`config.mk`:
```
export PLATFORM = sky130hd
export DESIGN_NAME = mul_div_sequencer_flat
export DESIGN_NICKNAME = d
export VERILOG_FILES = /design/src/rtl/mul_div_sequencer_if.sv /design/src/rtl/mul_div_sequencer.sv /design/src/flat_wrapper.sv
export SDC_FILE = /design/constraint.sdc
export NUM_CORES = 1
export LEC_CHECK = 0
export BUFFER_PORTS_ARGS = -buffer_cell sky130_fd_sc_hd__buf_2
export CORE_MARGIN = 3
export CORE_UTILIZATION = 30
export DETAILED_ROUTE_END_ITERATION = 8
export PLACE_DENSITY = 0.49
export SYNTH_ARGS = -nofsm -noshare
export SYNTH_HDL_FRONTEND = slang
export SYNTH_SLANG_ARGS = --single-unit
```
`constraint.sdc`:
```
create_clock -name clk -period 7.8 [get_ports clk]
set_input_delay 0.39 -clock clk [delete_from_list [all_inputs] [get_ports clk]]
set_output_delay 0.39 -clock clk [all_outputs]
set_load 0.005 [all_outputs]
```
`src/rtl/mul_div_sequencer_if.sv`:
```
// EX <-> multiply/divide sequencer handshake: op issue, flush, stall/busy and HI/LO results.
interface mul_div_sequencer_if #(
  parameter int unsigned WIDTH = 32
);
  logic             start;
  logic [1:0]       op;
  logic [WIDTH-1:0] srcA;
  logic [WIDTH-1:0] srcB;
  logic             flush;
  logic             busy;
  logic             stall;
  logic             done;
  logic             divByZero;
  logic [WIDTH-1:0] hi;
  logic [WIDTH-1:0] lo;

  modport master (
    output start, op, srcA, srcB, flush,
    input  busy, stall, done, divByZero, hi, lo
  );

  modport slave (
    input  start, op, srcA, srcB, flush,
    output busy, stall, done, divByZero, hi, lo
  );
endinterface

```
`src/rtl/mul_div_sequencer.sv`:
```
// Multi-cycle MULT/MULTU/DIV/DIVU engine: shift-add multiply and restoring divide on magnitudes,
// sign fix-up in a final cycle, then HI/LO commit with a one-cycle done pulse.
module mul_div_sequencer #(
  parameter int unsigned WIDTH = 32
) (
  input logic               clk,
  input logic               rst_n,
  mul_div_sequencer_if.slave bus
);
  localparam int unsigned CntW = $clog2(WIDTH);

  typedef enum logic [1:0] {StIdle, StRun, StFix, StDone} state_e;

  state_e               state_q, state_d;
  logic [CntW-1:0]      cnt_q, cnt_d;
  logic [2*WIDTH-1:0]   acc_q, acc_d;
  logic [WIDTH-1:0]     a_q, a_d, b_q, b_d;
  logic [1:0]           op_q, op_d;
  logic                 sa_q, sa_d, sb_q, sb_d, dz_q, dz_d, dbz_q, dbz_d;
  logic [WIDTH-1:0]     hi_q, hi_d, lo_q, lo_d;

  logic [WIDTH-1:0]     abs_a, abs_b;
  logic [WIDTH:0]       mul_sum, div_sh, div_diff;
  logic [2*WIDTH-1:0]   prod_neg;
  logic [WIDTH-1:0]     quo_neg, rem_neg;

  assign abs_a = (bus.op[0] && bus.srcA[WIDTH-1]) ? -bus.srcA : bus.srcA;
  assign abs_b = (bus.op[0] && bus.srcB[WIDTH-1]) ? -bus.srcB : bus.srcB;

  // acc holds {product_hi, multiplier} for multiply and {remainder, quotient} for divide
  assign mul_sum  = {1'b0, acc_q[2*WIDTH-1:WIDTH]} + {1'b0, a_q};
  assign div_sh   = acc_q[2*WIDTH-1:WIDTH-1];
  assign div_diff = div_sh - {1'b0, b_q};
  assign prod_neg = -acc_q;
  assign quo_neg  = -acc_q[WIDTH-1:0];
  assign rem_neg  = -acc_q[2*WIDTH-1:WIDTH];

  always_comb begin
    state_d = state_q;
    cnt_d   = cnt_q;
    acc_d   = acc_q;
    a_d     = a_q;
    b_d     = b_q;
    op_d    = op_q;
    sa_d    = sa_q;
    sb_d    = sb_q;
    dz_d    = dz_q;
    dbz_d   = dbz_q;
    hi_d    = hi_q;
    lo_d    = lo_q;
    unique case (state_q)
      StIdle: begin
        if (bus.start && !bus.flush) begin
          op_d  = bus.op;
          sa_d  = bus.op[0] & bus.srcA[WIDTH-1];
          sb_d  = bus.op[0] & bus.srcB[WIDTH-1];
          cnt_d = '0;
          b_d   = abs_b;
          dz_d  = bus.op[1] && (bus.srcB == '0);
          // divide-by-zero returns the raw dividend in HI
          a_d   = dz_d ? bus.srcA : abs_a;
          acc_d = bus.op[1] ? {{WIDTH{1'b0}}, abs_a} : {{WIDTH{1'b0}}, abs_b};
          state_d = dz_d ? StFix : StRun;
        end
      end
      StRun: begin
        if (bus.flush) begin
          state_d = StIdle;
        end else begin
          if (!op_q[1]) begin
            acc_d = acc_q[0] ? {mul_sum, acc_q[WIDTH-1:1]} : {1'b0, acc_q[2*WIDTH-1:1]};
          end else if (div_diff[WIDTH]) begin
            acc_d = {div_sh[WIDTH-1:0], acc_q[WIDTH-2:0], 1'b0};
          end else begin
            acc_d = {div_diff[WIDTH-1:0], acc_q[WIDTH-2:0], 1'b1};
          end
          cnt_d = cnt_q + 1'b1;
          if (cnt_q == CntW'(WIDTH - 1)) state_d = StFix;
        end
      end
      StFix: begin
        if (bus.flush) begin
          state_d = StIdle;
        end else begin
          state_d = StDone;
          dbz_d   = dz_q;
          if (dz_q) begin
            hi_d = a_q;
            lo_d = '1;
          end else if (!op_q[1]) begin
            {hi_d, lo_d} = (sa_q ^ sb_q) ? prod_neg : acc_q;
          end else begin
            lo_d = (sa_q ^ sb_q) ? quo_neg : acc_q[WIDTH-1:0];
            hi_d = sa_q ? rem_neg : acc_q[2*WIDTH-1:WIDTH];
          end
        end
      end
      StDone: begin
        state_d = StIdle;
        dbz_d   = 1'b0;
      end
    endcase
  end

  always_ff @(posedge clk or negedge rst_n) begin
    if (!rst_n) begin
      state_q <= StIdle;
      cnt_q   <= '0;
      acc_q   <= '0;
      a_q     <= '0;
      b_q     <= '0;
      op_q    <= '0;
      sa_q    <= 1'b0;
      sb_q    <= 1'b0;
      dz_q    <= 1'b0;
      dbz_q   <= 1'b0;
      hi_q    <= '0;
      lo_q    <= '0;
    end else begin
      state_q <= state_d;
      cnt_q   <= cnt_d;
      acc_q   <= acc_d;
      a_q     <= a_d;
      b_q     <= b_d;
      op_q    <= op_d;
      sa_q    <= sa_d;
      sb_q    <= sb_d;
      dz_q    <= dz_d;
      dbz_q   <= dbz_d;
      hi_q    <= hi_d;
      lo_q    <= lo_d;
    end
  end

  assign bus.busy      = (state_q != StIdle);
  assign bus.stall     = (state_q != StIdle) | (bus.start & (state_q == StIdle));
  assign bus.done      = (state_q == StDone);
  assign bus.divByZero = dbz_q;
  assign bus.hi        = hi_q;
  assign bus.lo        = lo_q;
endmodule

```
`src/flat_wrapper.sv`:
```
// flat-port wrapper written by rule: the top's interface ports become plain ports
module mul_div_sequencer_flat 
#(
  parameter int unsigned WIDTH = 32
)
  (clk, rst_n, bus_start, bus_op, bus_srcA, bus_srcB, bus_flush, bus_busy, bus_stall, bus_done, bus_divByZero, bus_hi, bus_lo);
  mul_div_sequencer_if #(.WIDTH(WIDTH)) bus_i ();
  input logic clk;
  input logic rst_n;
  input wire logic [$bits(bus_i.start)-1:0] bus_start;
  input wire logic [$bits(bus_i.op)-1:0] bus_op;
  input wire logic [$bits(bus_i.srcA)-1:0] bus_srcA;
  input wire logic [$bits(bus_i.srcB)-1:0] bus_srcB;
  input wire logic [$bits(bus_i.flush)-1:0] bus_flush;
  output wire logic [$bits(bus_i.busy)-1:0] bus_busy;
  output wire logic [$bits(bus_i.stall)-1:0] bus_stall;
  output wire logic [$bits(bus_i.done)-1:0] bus_done;
  output wire logic [$bits(bus_i.divByZero)-1:0] bus_divByZero;
  output wire logic [$bits(bus_i.hi)-1:0] bus_hi;
  output wire logic [$bits(bus_i.lo)-1:0] bus_lo;
  assign bus_i.start = bus_start;
  assign bus_i.op = bus_op;
  assign bus_i.srcA = bus_srcA;
  assign bus_i.srcB = bus_srcB;
  assign bus_i.flush = bus_flush;
  assign bus_busy = bus_i.busy;
  assign bus_stall = bus_i.stall;
  assign bus_done = bus_i.done;
  assign bus_divByZero = bus_i.divByZero;
  assign bus_hi = bus_i.hi;
  assign bus_lo = bus_i.lo;
  mul_div_sequencer #(.WIDTH(WIDTH)) u_core (.clk(clk), .rst_n(rst_n), .bus(bus_i));
endmodule
```
; ---- After elaboration in Yosys (flattened, before gate mapping)
; Index checks and enable logic that the tools add are counted.
[op_classes]
addsub = 8
n_reduce_logical = 15
mux = 28
n_eq_ne = 8
bitwise = 6
[ops]
columns = cell, n
row1 = $mux 64, 6
row2 = $mux 32, 10
row3 = $neg 32->32, 4
row4 = $pmux 64 s2, 1
row5 = $neg 64->64, 1
row6 = $add 32x32->33, 1
row7 = $sub 33x32->33, 1
row8 = $logic_not 32->1, 1
row9 = $mux 2, 5
row10 = $mux 5, 2
row11 = $pmux 5 s2, 1
row12 = $pmux 2 s4, 1
row13 = $reduce_and 2->1, 4
row14 = $reduce_bool 2->1, 3
row15 = $add 5x1->5 const B, 1
row16 = $eq 5x5->1 const B, 1
row17 = $eq 2x2->1 const B, 2
row18 = $logic_and 1x1->1, 4
row19 = $ne 2x2->1 const B, 2
row20 = $and 1x1->1, 3
row21 = $ne 3x2->1 const B, 1
row22 = $reduce_and 3->1, 1
row23 = $eq 2x1->1 const B, 1
row24 = $logic_not 2->1, 1
row25 = other kinds (7), 7
[totals]
in_bits = 70
out_inout_bits = 68
regBits = 205

; ---- Logic depth before layout (Yosys ltp)
[logic_depth]
depth_word = 5
mapped_depth = 14
ltp_nobuf = 12

; ---- Worst setup path before layout
; No wires, ideal clock.
[synth_timing]
path_type = register -> register
start = register u_core.acc_q[31]
end = register u_core.acc_q[43]
stages_incl_launch_ff = 14
arrival_time_ns = 2.892
path_buffers = 1
setup_ns = 0.126
slack_ns = 4.782
cell_sequence = dfrtp_1 -> inv_1 -> ha_1 -> fa_1 -> nor2b_1 -> o31a_1 -> o2111ai_1 -> a211o_1 -> a211o_1 -> o211ai_2 -> buf_4 -> mux2i_1 -> nor2_1 -> a221o_1
[synth_between]
elab_chain_cells = 5
[synth_rtl]
columns = item, line
row1 = "start, declared", mul_div_sequencer.sv:16  ; logic [2*WIDTH-1:0] acc_q, acc_d;
row2 = "start signal, assigned", mul_div_sequencer.sv:109  ; acc_q <= '0;
row3 = "start signal, assigned", mul_div_sequencer.sv:122  ; acc_q <= acc_d;
row4 = $sub 33x32->33, mul_div_sequencer.sv:33  ; assign div_diff = div_sh - {1'b0, b_q};
row5 = $mux 64, mul_div_sequencer.sv:72  ; end else if (div_diff[WIDTH]) begin
row6 = $mux 64, mul_div_sequencer.sv:70  ; if (!op_q[1]) begin
row7 = $mux 64, mul_div_sequencer.sv:67  ; if (bus.flush) begin
row8 = $pmux 64 s2, mul_div_sequencer.sv:51  ; unique case (state_q)
; No other way between the ends. The select of a mux whose other input is x is not followed.
; A chain may end at the register's enable or synchronous reset.

; ---- Worst setup path in the final report
[layout_timing]
start = register u_core.acc_q[0]
end = register u_core.hi_q[20], in the netlist u_core.bus.hi[20]
[layout_between]
elab_chain_cells = 4
[layout_rtl]
columns = item, line
row1 = $neg 64->64, mul_div_sequencer.sv:34  ; assign prod_neg = -acc_q;
row2 = $mux 64, mul_div_sequencer.sv:91  ; {hi_d, lo_d} = (sa_q ^ sb_q) ? prod_neg : acc_q;
row3 = $mux 32, mul_div_sequencer.sv:90  ; end else if (!op_q[1]) begin
row4 = $mux 32, mul_div_sequencer.sv:87  ; if (dz_q) begin
row5 = "end signal, assigned", mul_div_sequencer.sv:130  ; hi_q <= hi_d;
row6 = "end, declared", mul_div_sequencer.sv:20  ; logic [WIDTH-1:0] hi_q, hi_d, lo_q, lo_d;
; No other way between the ends.

==> results.md <==
Critical path:
- STA puts the critical path data arrival time at between 4 and 5 ns.
- The stage delay of the slowest cell on the critical path is 0.54 ns.
- The source of the worst register-to-register timing path is u_core.acc_q[0].
- The critical path data required time is 8.22 ns.
- The critical-path cell with the highest stage delay is nor4b_4.
- The critical setup path kind is reg -> reg.
- Traced cell by cell, the critical path runs through buf_4, inv_1, ha_1, nor3b_1, nand4b_1, nor4b_4, nand2_1, o221ai_2, o21ai_0, xor2_1, mux2i_1, o21ai_1.
- The capturing element type of the critical path is a register.
- The destination of the worst register-to-register timing path is u_core.bus.hi[20].
- The worst register-to-register path has a depth of 12.
- In this run the worst path has a maximum fanout of between 50 and 60.
- STA classifies the critical path startpoint as a register.
- Across all register-to-register paths, the minimum setup slack is 3.71 ns.

Yosys:
- After technology mapping, the gate count stands at about 2100.
- The dominant synthesized flop cell is dfrtp_1.
- The synthesized netlist contains 85 unique library cells.
- The cell area that synthesis handed to floorplanning was 0.01676 mm2.
- Averaged over all synthesized cells, the footprint is about 7.9 um2.
- The post-synthesis sequential area ratio is 0.3046.
- The synthesized netlist net count is around 2300.
- The synthesized design contains 0 enable-type register cells.
- After synthesis, the share of flip-flops with an asynchronous set or reset is 1.000.
- Synthesis inferred slightly above 200 register bits.
- The number of warnings printed during yosys synthesis is 0.

Clock network:
- The buffers inserted during post-CTS setup optimization is 0.
- The clock passes through at most 3 buffers.
- The total number of H-tree levels is 1.
- The number of clock buffers added by TritonCTS is 25.
- The clock latency at the later pin of the worst-skew pair is roughly 0.56 ns.
- TritonCTS built the clock tree.
- The clock-pin slew on the worst setup and hold paths is approximately 0.070 ns.
- The tree is rooted in a clkbuf_16.
- The clock net in this run drives a total of just over 200 sinks.

Timing:
- The smallest clock period supported by the final layout is computed as around 4.1 ns.
- Measured against its own limit, the worst slew margin works out to 0.3427.
- The count of endpoints failing hold in the final timing report was 0.
- Across all hold checks on the routed design, the worst slack comes to roughly 0.16 ns.
- The count of pins over their slew limit was 0.
- The ratio of final minimum period to clock period is 0.5237.
- Summed over all failing endpoints, the final setup total negative slack is 0 ns.
- For the final database, setup skew stands at ~0.013 ns.
- The maximum achievable frequency is 244.8 MHz.
- The setup violation total in the final timing report is 0.
- Setup repair after global routing left no endpoint under its margin.
- For the pin with the worst max-slew slack, the measured transition is 0.9789 ns.

Route:
- The first-pass detailed-route iteration total is 5.
- The via-per-instance ratio is between 5 and 6.
- For this block, the routed nets add up to between 60 and 70 mm of wire.
- The violation count after the first detailed-routing iteration is 1469.
- The final routed wire length divided by cell count is 23.07 um.
- The DRC violation count after routing is 0.
- For this block, the via count after detailed routing is 16360.
- The detail route stage leaves a number of antenna-violating nets equal to 0.

Global routing:
- The largest net degree at the start of global routing is 109.
- The first global-routing pass estimated between 100 and 150 mm of wire.
- The via count of the first global-routing pass came to between 15000 and 20000.
- The initial antenna violation count was 1.
- Across every metal layer, demand over resource in global routing totals 0.2241.
- The total global routing overflow is 0.

Hold path:
- The class of the tightest hold or removal check is in -> reg.
- The worst hold path terminates at u_core.a_q[31].
- The cell depth of the worst min-delay path is 3.
- In this run the most critical hold path is launched from bus_srcA[31].

Floorplanning:
- The area inside the core boundary is approximately 0.055 mm2.
- The horizontal die dimension is approximately 240 um.
- The boundary pin count is 138.
- The number of standard-cell rows in the floorplan is 85.
- The die covers ~0.059 mm2.
- For this configuration, the core starts out at a cell density of 0.3071.
- The die span in y is around 240 um.

Place:
- Once placement completed, the tool counted placed cells totaling just under 3000.
- In this run the tool buffered the top-level ports with roughly 140 buffer cells.
- The wire-length estimate of the detail-placed layout is around 52 mm.
- The congestion estimate from routability-driven global placement came to a little over 0.9.

Layout:
- Leaving out fill and tap cells, the most frequent cell in the layout is nand2_1.
- The number of antenna diodes is 0.
- In the final layout, the share of cells above drive strength 1 is 0.1134.
- The number of cells in the finished layout apart from fillers is between 2000 and 3000.
- For this run, the share of the core covered by cells in the final layout is 0.3464.
- The top cell types in the final layout, fill and taps aside, are nand2_1 (249), nor2_1 (212), a21oi_1 (208), dfrtp_1 (201), o21ai_0 (181).
- The area growth from synthesis to final layout is 12.79%.
- For this run, the post-layout net count is approximately 2300.

Outcome:
- The run finished with clean final reports.

Power:
- Across the VDD grid, the largest voltage drop is between 0.0001 and 0.00015 V.
- The ratio of total power to cell area is roughly 330 mW/mm2.
- The design draws 6294 uW.
- Summed over all cells, the static leakage comes to roughly 0.0083 uW.

Flow run:
- The reported max-cap violation count is 0.
[sequential cells by signal, indices dropped and copies added (netlist names), 2 cells and up]
| name | count |
|---|---|
| u_core.cnt_q | 5 |
| u_core.acc_q | 64 |
| u_core.bus.lo | 32 |
| u_core.a_q | 32 |
| u_core.state_q | 2 |
| u_core.bus.hi | 32 |
| u_core.b_q | 32 |
[how the worst max path moves through the flow]
| stage | slack, ns | cells past startpoint | endpoint | start |
|---|---|---|---|---|
| after CTS | 3.80 | 12 | u_core.bus.hi[20] | u_core.acc_q[0] |
| final | 3.71 | 12 | u_core.bus.hi[20] | u_core.acc_q[0] |
| after detailed placement | 3.82 | 12 | u_core.bus.hi[20] | u_core.acc_q[0] |
| after global placement | 3.93 | 11 | u_core.acc_q[43] | u_core.acc_q[38] |
| after floorplan | 4.78 | 13 | u_core.acc_q[43] | u_core.acc_q[31] |
| after global routing | 3.43 | 12 | u_core.bus.hi[26] | u_core.acc_q[0] |
[through the flow]
step	setup WS, ns	instance area, um2
2_1_floorplan	4.782	16760
3_3_place_gp	3.925	18060
3_5_place_dp	3.821	18060
4_1_cts	3.800	18900
5_1_grt	3.429	18900
6_report	3.715	18900
[power by group]
group | internal [uW] | switching, uW | leakage [uW] | total (uW)
Combinational | 1310 | 2120 | 0.00528 | 3430
Clock | 704 | 494 | 0.000408 | 1200
Sequential | 1230 | 429 | 0.00264 | 1660
Total | 3250 | 3040 | 0.00832 | 6290
[Yosys cell counts (11+ instances only)]
cell type	n	area, um2
nand2b_1	25	156.4
ha_1	70	875.8
mux2i_1	70	700.7
nand3_1	28	140.1
o31ai_1	26	195.2
a21oi_1	208	1041
xor2_1	93	814.5
a21o_1	25	187.7
o211ai_1	19	142.6
dfrtp_1	204	5105
o21ai_1	19	95.09
nor2b_1	17	106.4
and2_1	15	93.84
nand2_1	249	934.7
nor4_1	18	112.6
a211oi_1	30	225.2
nor3_1	48	240.2
inv_1	68	255.2
o21ai_0	181	905.9
and3_1	17	106.4
or4_1	11	82.58
a31oi_1	25	156.4
clkbuf_1	114	427.9
o21a_1	16	120.1
nor2_1	213	799.5
or3_1	27	168.9
xnor2_1	107	937.2
[metal layers]
layer  wire [um]  up-vias  track usage
li1            -     7701            -
met1       31520     8031       0.3213
met2       30640      549       0.3563
met3        4322       82      0.03409
met4        1410        0      0.04738
met5           0        -            0
[worst max-delay path, delay by kind of cell, from the launching register on]
family	cells	cell delay, ns
AND/OR/NAND/NOR	4	1.55
buffers and inverters	2	0.84
XOR/XNOR	1	0.20
flip-flops	1	0.39
multiplexers	1	0.14
AO/OA/AOI/OAI	3	0.55
adder cells (fa/ha/maj)	1	0.27
[cell type report]
class | count | area [um2]
Clock buffer | 35 | 713.2
Clock inverter | 9 | 112.6
Fill cell | 5813 | 35660
Inverter | 69 | 259.0
Multi-Input combinational cell | 1723 | 10880
Sequential cell | 204 | 5109
Tap cell | 739 | 924.6
Timing Repair Buffer | 164 | 900.9
[cells by family (layout without fill, tap and decap cells)]
| family | after synthesis | count (layout) | synth area share |
|---|---|---|---|
| fa+ha+maj | 72 | 72 | 0.05466 |
| mux | 79 | 79 | 0.04786 |
| simple gates | 711 | 711 | 0.1974 |
| flops | 204 | 204 | 0.3046 |
| compound gates | 661 | 661 | 0.2424 |
| buf+inv | 206 | 277 | 0.04853 |
| xor+xnor | 200 | 200 | 0.1045 |
[timing repair]
action / 4_1_cts / 5_1_grt
endpoints found under the setup margin: 0 / 0
endpoints found under the hold margin: 106 / 0
resized for setup: 0 / 0
hold buffers: 1 / 0
Power figures use the tool's default switching activity.
